**src/rtl/busca_instrucao_pkg.sv**
```systemverilog
// Shared types and defaults for the instruction-fetch stage.
package pkg_busca;

  typedef enum logic [1:0] {OCIOSO, BUSCA, CHEIO} estado_busca_t;

  localparam int LARG_PADRAO = 16;

endpackage

```
**src/rtl/busca_instrucao_contador_pc.sv**
```systemverilog
// Program counter register: async reset to PC_RESET, load on redirect, step on capture.
module contador_pc #(
  parameter int          LARG       = 16,
  parameter logic [LARG-1:0] PC_RESET = '0,
  parameter int unsigned INCREMENTO = 1
) (
  input  logic            clock,
  input  logic            reset,
  input  logic            carrega,
  input  logic            incrementa,
  input  logic [LARG-1:0] valor_carga,
  output logic [LARG-1:0] pc
);

  logic [LARG-1:0] pc_q, pc_d;

  // Redirect wins over the sequential step; the sum wraps modulo 2^LARG.
  always_comb begin
    pc_d = pc_q;
    if (carrega) begin
      pc_d = valor_carga;
    end else if (incrementa) begin
      pc_d = pc_q + LARG'(INCREMENTO);
    end
  end

  always_ff @(posedge clock or posedge reset) begin
    if (reset) begin
      pc_q <= PC_RESET;
    end else begin
      pc_q <= pc_d;
    end
  end

  assign pc = pc_q;

endmodule

```
**src/rtl/busca_instrucao.sv**
```systemverilog
// Instruction-fetch stage: owns the PC, fetches one word per request, hands it to decode.
// Optional IF_PC_COPIA_EN adds the pc_copia return-address output.
module busca_instrucao
  import pkg_busca::*;
#(
  parameter int              LARG       = LARG_PADRAO,
  parameter logic [LARG-1:0] PC_RESET   = '0,
  parameter int unsigned     INCREMENTO = 1
) (
  input  logic            clock,
  input  logic            reset,
  output logic            mem_req,
  output logic [LARG-1:0] mem_endereco,
  input  logic            mem_pronto,
  input  logic [LARG-1:0] mem_dado,
  input  logic            salto,
  input  logic [LARG-1:0] endereco_salto,
  input  logic            id_aceita,
  output logic            valido,
  output logic [LARG-1:0] instrucao,
  output logic [LARG-1:0] pc_instrucao
`ifdef IF_PC_COPIA_EN
  ,
  output logic [LARG-1:0] pc_copia
`endif
);

  estado_busca_t   estado_q, estado_d;
  logic            valido_q, valido_d;
  logic [LARG-1:0] instrucao_q, instrucao_d;
  logic [LARG-1:0] pc_instrucao_q, pc_instrucao_d;
  logic [LARG-1:0] pc;
  logic            captura;

  assign captura = (estado_q == BUSCA) && mem_pronto && !salto;

  contador_pc #(
    .LARG       (LARG),
    .PC_RESET   (PC_RESET),
    .INCREMENTO (INCREMENTO)
  ) u_contador_pc (
    .clock       (clock),
    .reset       (reset),
    .carrega     (salto),
    .incrementa  (captura),
    .valor_carga (endereco_salto),
    .pc          (pc)
  );

  always_comb begin
    estado_d       = estado_q;
    valido_d       = valido_q;
    instrucao_d    = instrucao_q;
    pc_instrucao_d = pc_instrucao_q;
    mem_req        = 1'b0;
    unique case (estado_q)
      OCIOSO: estado_d = BUSCA;
      BUSCA: begin
        mem_req = 1'b1;
        if (captura) begin
          instrucao_d    = mem_dado;
          pc_instrucao_d = pc;
          valido_d       = 1'b1;
          estado_d       = CHEIO;
        end
      end
      CHEIO: begin
        if (id_aceita) begin
          valido_d = 1'b0;
          estado_d = BUSCA;
        end
      end
      default: estado_d = OCIOSO;
    endcase
    // A redirect flushes whatever is held and overrides any same-cycle capture or accept.
    if (salto) begin
      valido_d = 1'b0;
      estado_d = BUSCA;
    end
  end

  always_ff @(posedge clock or posedge reset) begin
    if (reset) begin
      estado_q       <= OCIOSO;
      valido_q       <= 1'b0;
      instrucao_q    <= '0;
      pc_instrucao_q <= '0;
    end else begin
      estado_q       <= estado_d;
      valido_q       <= valido_d;
      instrucao_q    <= instrucao_d;
      pc_instrucao_q <= pc_instrucao_d;
    end
  end

`ifdef IF_PC_COPIA_EN
  logic [LARG-1:0] pc_copia_q, pc_copia_d;

  always_comb begin
    pc_copia_d = pc_copia_q;
    if (captura) begin
      pc_copia_d = pc + LARG'(INCREMENTO);
    end
  end

  always_ff @(posedge clock or posedge reset) begin
    if (reset) begin
      pc_copia_q <= '0;
    end else begin
      pc_copia_q <= pc_copia_d;
    end
  end

  assign pc_copia = pc_copia_q;
`endif

  assign mem_endereco = pc;
  assign valido       = valido_q;
  assign instrucao    = instrucao_q;
  assign pc_instrucao = pc_instrucao_q;

endmodule

```
**config.mk**
```make
export PLATFORM = sky130hd
export DESIGN_NAME = busca_instrucao
export DESIGN_NICKNAME = d
export VERILOG_FILES = /design/src/rtl/busca_instrucao_pkg.sv /design/src/rtl/busca_instrucao_contador_pc.sv /design/src/rtl/busca_instrucao.sv
export SDC_FILE = /design/constraint.sdc
export NUM_CORES = 1
export LEC_CHECK = 0
export CAP_MARGIN = 0
export CORE_ASPECT_RATIO = 0.7
export CORE_MARGIN = 8
export CORE_UTILIZATION = 44
export CTS_CLUSTER_SIZE = 25
export DETAILED_ROUTE_END_ITERATION = 8
export PLACE_DENSITY_LB_ADDON = 0.1
export SYNTH_ARGS = -nofsm -noshare
export SYNTH_HDL_FRONTEND = slang
export SYNTH_SLANG_ARGS = --single-unit
```
**constraint.sdc**
```tcl
create_clock -name clock -period 1.9 [get_ports clock]
set_input_delay 0.285 -clock clock [delete_from_list [all_inputs] [get_ports clock]]
set_output_delay 0.285 -clock clock [all_outputs]
set_load 0.005 [all_outputs]
```
== Word level (Yosys, flattened, before mapping) ==
Index checks and enable logic that the tools add are counted.
Cells by class
  equality and inequality tests: 4
  add/sub/neg operators: 1
  mux-type cells: 11
  reduce and logical (&&, ||, !) cells: 9
Operators by type and width (count)
  16-bit 2-to-1 mux: 2
  16-bit by 1-bit adder with 16-bit output (second input constant): 1
  2-bit 2-to-1 mux: 3
  3-bit inequality test (second input constant): 2
  2-bit case mux with 3 select lines: 1
  1-bit 2-to-1 mux: 4
  2-bit AND reduction: 2
  3-bit AND reduction: 1
  3-bit nonzero test: 1
  2-bit by 1-bit equality test with 1-bit output (second input constant): 1
  2-bit equality test (second input constant): 1
  1-bit logical AND: 2
  2-bit zero test: 1
  1-bit case mux with 2 select lines: 1
  2-bit nonzero test: 1
  1-bit zero test: 1
Storage, ports and cells
  bits in registers: 51
  logic and storage cells: 30
  input bits: 37
  output and inout bits: 50

== Longest topological paths before layout ==
Gate-level depths: netlist of run 1.
  word-level depth: 6
  depth in mapped cells: 5
  gate-level depth less buffers: 5

== Cells and area by module ==
From an unflattened synthesis of run 1, not the netlist that was laid out.
Unflattened totals
  cells, all modules: 186
  area, all modules: 2423.6 um2
By module, submodules not included
  busca_instrucao: area an instance 1506.4 um2, sequential area each 875.8 um2, cells an instance 85, instances 1
  contador_pc: area an instance 917.1 um2, sequential area each 400.4 um2, cells an instance 101, instances 1

== Worst setup path after synthesis of run 1 ==
No wires, ideal clock.
  kind: register -> register
  from: register estado_q[1]
  to: register instrucao_q[0] (netlist: instrucao[0])
  stages on the path, launching flop included: 5
  setup time: 125 ps
  path slack: 460 ps
  required time: 1775 ps
  clock period less this slack: 1440 ps
  arrival time: 1315 ps
  path buffers: 1
  path through: dfrtp_1 > nand3b_4 > nor2_4 > buf_6 > mux2_2
On the way
  longest elaborated chain between the ends: 4
Ends and longest elaborated chain
  start: declaration: RTL line busca_instrucao.sv:28  | estado_busca_t estado_q, estado_d;
  start signal: assignment: RTL line busca_instrucao.sv:89  | estado_q <= estado_d;
  2-bit by 1-bit equality test with 1-bit output (*): RTL line busca_instrucao.sv:35, busca_instrucao.sv:56
  1-bit logical AND (2 in series): RTL line busca_instrucao.sv:35  | assign captura = (estado_q == BUSCA) && mem_pronto && !salto;
  2-bit AND reduction (no source line) (*)
  end signal: assignment: RTL line busca_instrucao.sv:91  | instrucao_q <= instrucao_d;
  end: declaration: RTL line busca_instrucao.sv:30  | logic [LARG-1:0] instrucao_q, instrucao_d;
Every way passes the cells marked *; elsewhere a longest branch is shown, timed or not.
A chain may end at the register's enable or synchronous reset.

== Worst setup path in the final report of run 1 ==
  from: register estado_q[0]
  to: output mem_req
On the way
  longest elaborated chain between the ends: 2
Ends and longest elaborated chain
  2-bit by 1-bit equality test with 1-bit output: RTL line busca_instrucao.sv:56  | unique case (estado_q)
  1-bit 2-to-1 mux: RTL line busca_instrucao.sv:56
  end: declaration: RTL line busca_instrucao.sv:12  | output logic mem_req,
No other way between the ends.

==> results_tabular.tex, run 1 <==
\begin{tabular}{lr}
\hline
Metric & Value \\
\hline
\multicolumn{2}{l}{\textbf{Global routing}} \\
\quad Largest net degree at the start of global routing & 52 \\
\quad First-pass GRT wire length & 9210 um \\
\quad Via count of the first global-routing pass & 1752 \\
\quad Antenna violations before repair & 0 \\
\quad Global-route usage over all layers & 14.7\% \\
\quad Total global routing overflow & 0 \\
\multicolumn{2}{l}{\textbf{Finish}} \\
\quad Most common cell after layout, fill and taps aside & clkdlybuf4s50\_1 \\
\quad Synthesis-to-finish area growth & 46.9\% \\
\quad Layout net count & 320 \\
\quad Share of layout cells above drive strength 1 & 19.8\% \\
\quad End-of-flow core utilization & 66.0\% \\
\quad Post-route cell area & 3410 um2 \\
\quad Diodes inserted & 0 \\
\quad Top library cells by usage in the layout, fill and taps aside & clkdlybuf4s50\_1 (86), dfrtp\_1 (51), mux2\_2 (31) \\
\multicolumn{2}{l}{\textbf{Logic synthesis}} \\
\quad Netlist cell types & 31 \\
\quad Post-synth net total & 227 \\
\quad Fraction of post-synthesis cell area in the top cell type by area & 54.9\% \\
\quad Top area cells in the synthesized netlist & dfrtp\_1 (55\%), mux2\_2 (15\%), xnor2\_1 (4.1\%) \\
\quad Mapped Avg Cell Area & 12.3 um2 \\
\quad Cell type with the largest total area after synthesis & dfrtp\_1 \\
\quad Post-Syn Area & 2320 um2 \\
\quad Synth Warn \# & 0 \\
\quad Synthesized flop and latch total & 51 \\
\quad Synthesized instance count & 189 \\
\quad Sequential area share after synthesis & 54.9\% \\
\multicolumn{2}{l}{\textbf{Placed design}} \\
\quad Dpl hpwl & 4220 um \\
\quad Port-buffer cells & 86 \\
\quad RD Place Congestion & 0.744 \\
\quad Placement-stage cell area & 3330 um2 \\
\multicolumn{2}{l}{\textbf{Clock tree}} \\
\quad Number of cells upsized or downsized after cts & 0 \\
\quad Source-to-sink clock delay at the later pin of the worst-skew pair & 0.30 ns \\
\quad Clock tree from TritonCTS & yes \\
\quad Post-CTS Hold Fix Bufs & 0 \\
\quad TritonCTS sink count & 51 \\
\quad Buffers from clock root to sink, at most & 2 \\
\quad \# H-tree levels & 2 \\
\quad Post-CTS setup-driven buffer insertion count & 0 \\
\quad Cts bufs inserted & 5 \\
\quad Clk root buf & clkbuf\_8 \\
\quad Clock-pin slew on the worst setup and hold paths & 0.09 ns \\
\multicolumn{2}{l}{\textbf{Floorplanning}} \\
\quad Count of boundary I/O pins & 87 \\
\quad Horiz. Die Dim & 103 um \\
\quad Std-Cell Core Area & 5170 um2 \\
\quad Standard-cell rows & 22 \\
\quad Die height & 76.8 um \\
\quad Full die area & 7900 um2 \\
\quad Starting density of the core & 44.9\% \\
\multicolumn{2}{l}{\textbf{Routing}} \\
\quad Total length of routed wires & 5610 um \\
\quad DRC violations left & 0 \\
\quad DR pass1 iterations & 4 \\
\quad Vias post-DR & 1745 \\
\quad ANT nets after route & 0 \\
\quad Detailed router's first-iteration violation count & 59 \\
\quad Via density per instance & 4.92 \\
\quad Post-detailed-route wirelength per cell & 15.8 um \\
\multicolumn{2}{l}{\textbf{Hold path}} \\
\quad Hold/Removal Path Class & in2async \\
\multicolumn{2}{l}{\textbf{Critical path}} \\
\quad Peak per-stage delay on the critical path & 0.51 ns \\
\quad Worst EP arrival & 1.49 ns \\
\quad Required time of the worst setup path & 1.62 ns \\
\quad Category of the most critical setup path & reg2out \\
\quad Sort of element at the end of the critical path & output port \\
\quad Critical path fanouts, max & 6 \\
\quad Critical path launch point type & flop \\
\quad Cell with the largest stage delay on the worst path & dfrtp\_1 \\
\quad Crit-path cells & nor2b\_1, clkdlybuf4s50\_1 \\
\multicolumn{2}{l}{\textbf{STA}} \\
\quad Final setup fails & 0 \\
\quad Clock skew after layout & 0.00466 ns \\
\quad Unrepaired setup endpoints after global routing & no \\
\quad Count of pins over their slew limit & 0 \\
\quad Final worst-path cycle share & 93.2\% \\
\quad Post-layout minimum cycle time & 1.77 ns \\
\quad Slew at the pin closest to its max-slew limit & 0.390 ns \\
\quad Final hold vios & 0 \\
\quad Worst relative slew slack & 73.9\% \\
\quad Worst hold margin & 0.345 ns \\
\quad Fin Setup TNS & 0 ns \\
\quad Maximum clock rate & 565 MHz \\
\multicolumn{2}{l}{\textbf{Run status}} \\
\quad Run status & finished, final reports clean \\
\multicolumn{2}{l}{\textbf{Power and ir drop}} \\
\quad Pwr dens & 876 nW/um2 \\
\quad Maximum vdd ir drop & 508 uV \\
\quad Static leakage power & 0.00137 uW \\
\multicolumn{2}{l}{\textbf{Flow run}} \\
\quad Maximum Capacitance Violations & 0 \\
\hline
\end{tabular}
cells in the mapped netlist:
cell type and instances:
nand3b_4 1, nand4b_4 1, nand2b_1 1, nor4_1 2, xnor2_1 11, buf_6 3, nor2_1 4, nand4_1 3
mux2_1 1, clkbuf_1 3, nor3_4 1, ha_1 1, nor2b_1 4, nor3_1 4, xor2_1 1, nor4_2 4
o21ai_1 4, a21oi_1 1, a31oi_1 1, o21ai_0 14, nand2_1 23, mux2_2 31, nand3_1 5, and2_1 1
mux2i_1 3, buf_1 1, a31o_2 1, nand4_4 1, nor2_4 1, inv_1 6, dfrtp_1 51
cell type report:
type,count,area [um2]
clock inverters,2,12.5
multi-input cells,125,976
well taps,72,90.1
flip-flops and latches,51,1280
inverters,6,22.5
clock buffers,6,72.6
fillers,452,1760
repair buffers,93,963
worst max-delay path, delay by kind of cell, from the launching register on:
| family | cells | cell delay (ns) |
|---|---|---|
| flip-flops | 1 | 0.51 |
| buffers and inverters | 1 | 0.51 |
| AND/OR/NAND/NOR | 1 | 0.17 |
state kept, by name, indices dropped and copies added, names as in the netlist:
signal and cells:
estado_q 2, pc_instrucao 16, instrucao 16, valido 1, u_contador_pc.pc 16
worst paths after layout:
kind	start	depth (start not counted)	slack, ns	end
worst max-delay path	estado_q[0]	2	0.13	mem_req
worst min-delay path	reset	3	0.35	instrucao[3]
worst max register to register	u_contador_pc.pc[6]	4	0.32	u_contador_pc.pc[14]
worst min register to register	instrucao[5]	1	0.49	instrucao[5]
max in group asynchronous	reset	3	1.33	u_contador_pc.pc[9]
min in group clock	instrucao[5]	1	0.49	instrucao[5]
per-stage QoR:
| step | setup WS, ns | power, uW | instances |
|---|---|---|---|
| after global routing | 0.0497 | 3170 | 355 |
| after CTS | 0.110 | 3040 | 355 |
| final | 0.129 | 2990 | 355 |
| after detailed placement | 0.0127 | 2420 | 347 |
| after global placement | 0.0647 | 2400 | 347 |
| after floorplan | 0.385 | 1790 | 189 |
logic make-up after synthesis:
family / after synthesis / synth area share, %
muxes: 35 / 16.8
AOI/OAI and AO/OA: 21 / 4.74
xor gates and xnor gates: 12 / 4.52
DFF: 51 / 54.9
and+or+nand+nor: 56 / 15.4
adders and majority gates: 1 / 0.538
buffers and inverters: 13 / 3.07
where the power goes:
group / internal (uW) / switching, uW
registers: 1300 / 149
clock network: 258 / 359
logic: 636 / 289
total: 2190 / 797
per-layer routing:
layer / vias to the layer above / wire, um / GRT usage, %
met5: - / 0 / 0
met4: 0 / 37 / 3.88
met3: 2 / 385 / 3.43
met2: 48 / 2610 / 22.5
met1: 850 / 2570 / 20.2
li1: 845 / - / -
Power figures use the tool's default switching activity.
==> run 2, diff against run 1 <==
--- a/config.mk
+++ b/config.mk
@@ -11,6 +11,7 @@
 export CORE_UTILIZATION = 44
 export CTS_CLUSTER_SIZE = 25
 export DETAILED_ROUTE_END_ITERATION = 8
+export HOLD_SLACK_MARGIN = 0.08
 export PLACE_DENSITY_LB_ADDON = 0.1
 export SYNTH_ARGS = -nofsm -noshare
 export SYNTH_HDL_FRONTEND = slang
==> results of run 2 <==
Final layout, timing and power as in run 1 (identical DEF).
==> run 3, diff against run 2 <==
--- a/config.mk
+++ b/config.mk
@@ -5,7 +5,7 @@
 export SDC_FILE = /design/constraint.sdc
 export NUM_CORES = 1
 export LEC_CHECK = 0
-export CAP_MARGIN = 0
+export CAP_MARGIN = 15
 export CORE_ASPECT_RATIO = 0.7
 export CORE_MARGIN = 8
 export CORE_UTILIZATION = 44
==> results of run 3 <==
Final layout, timing and power as in run 1 (identical DEF).
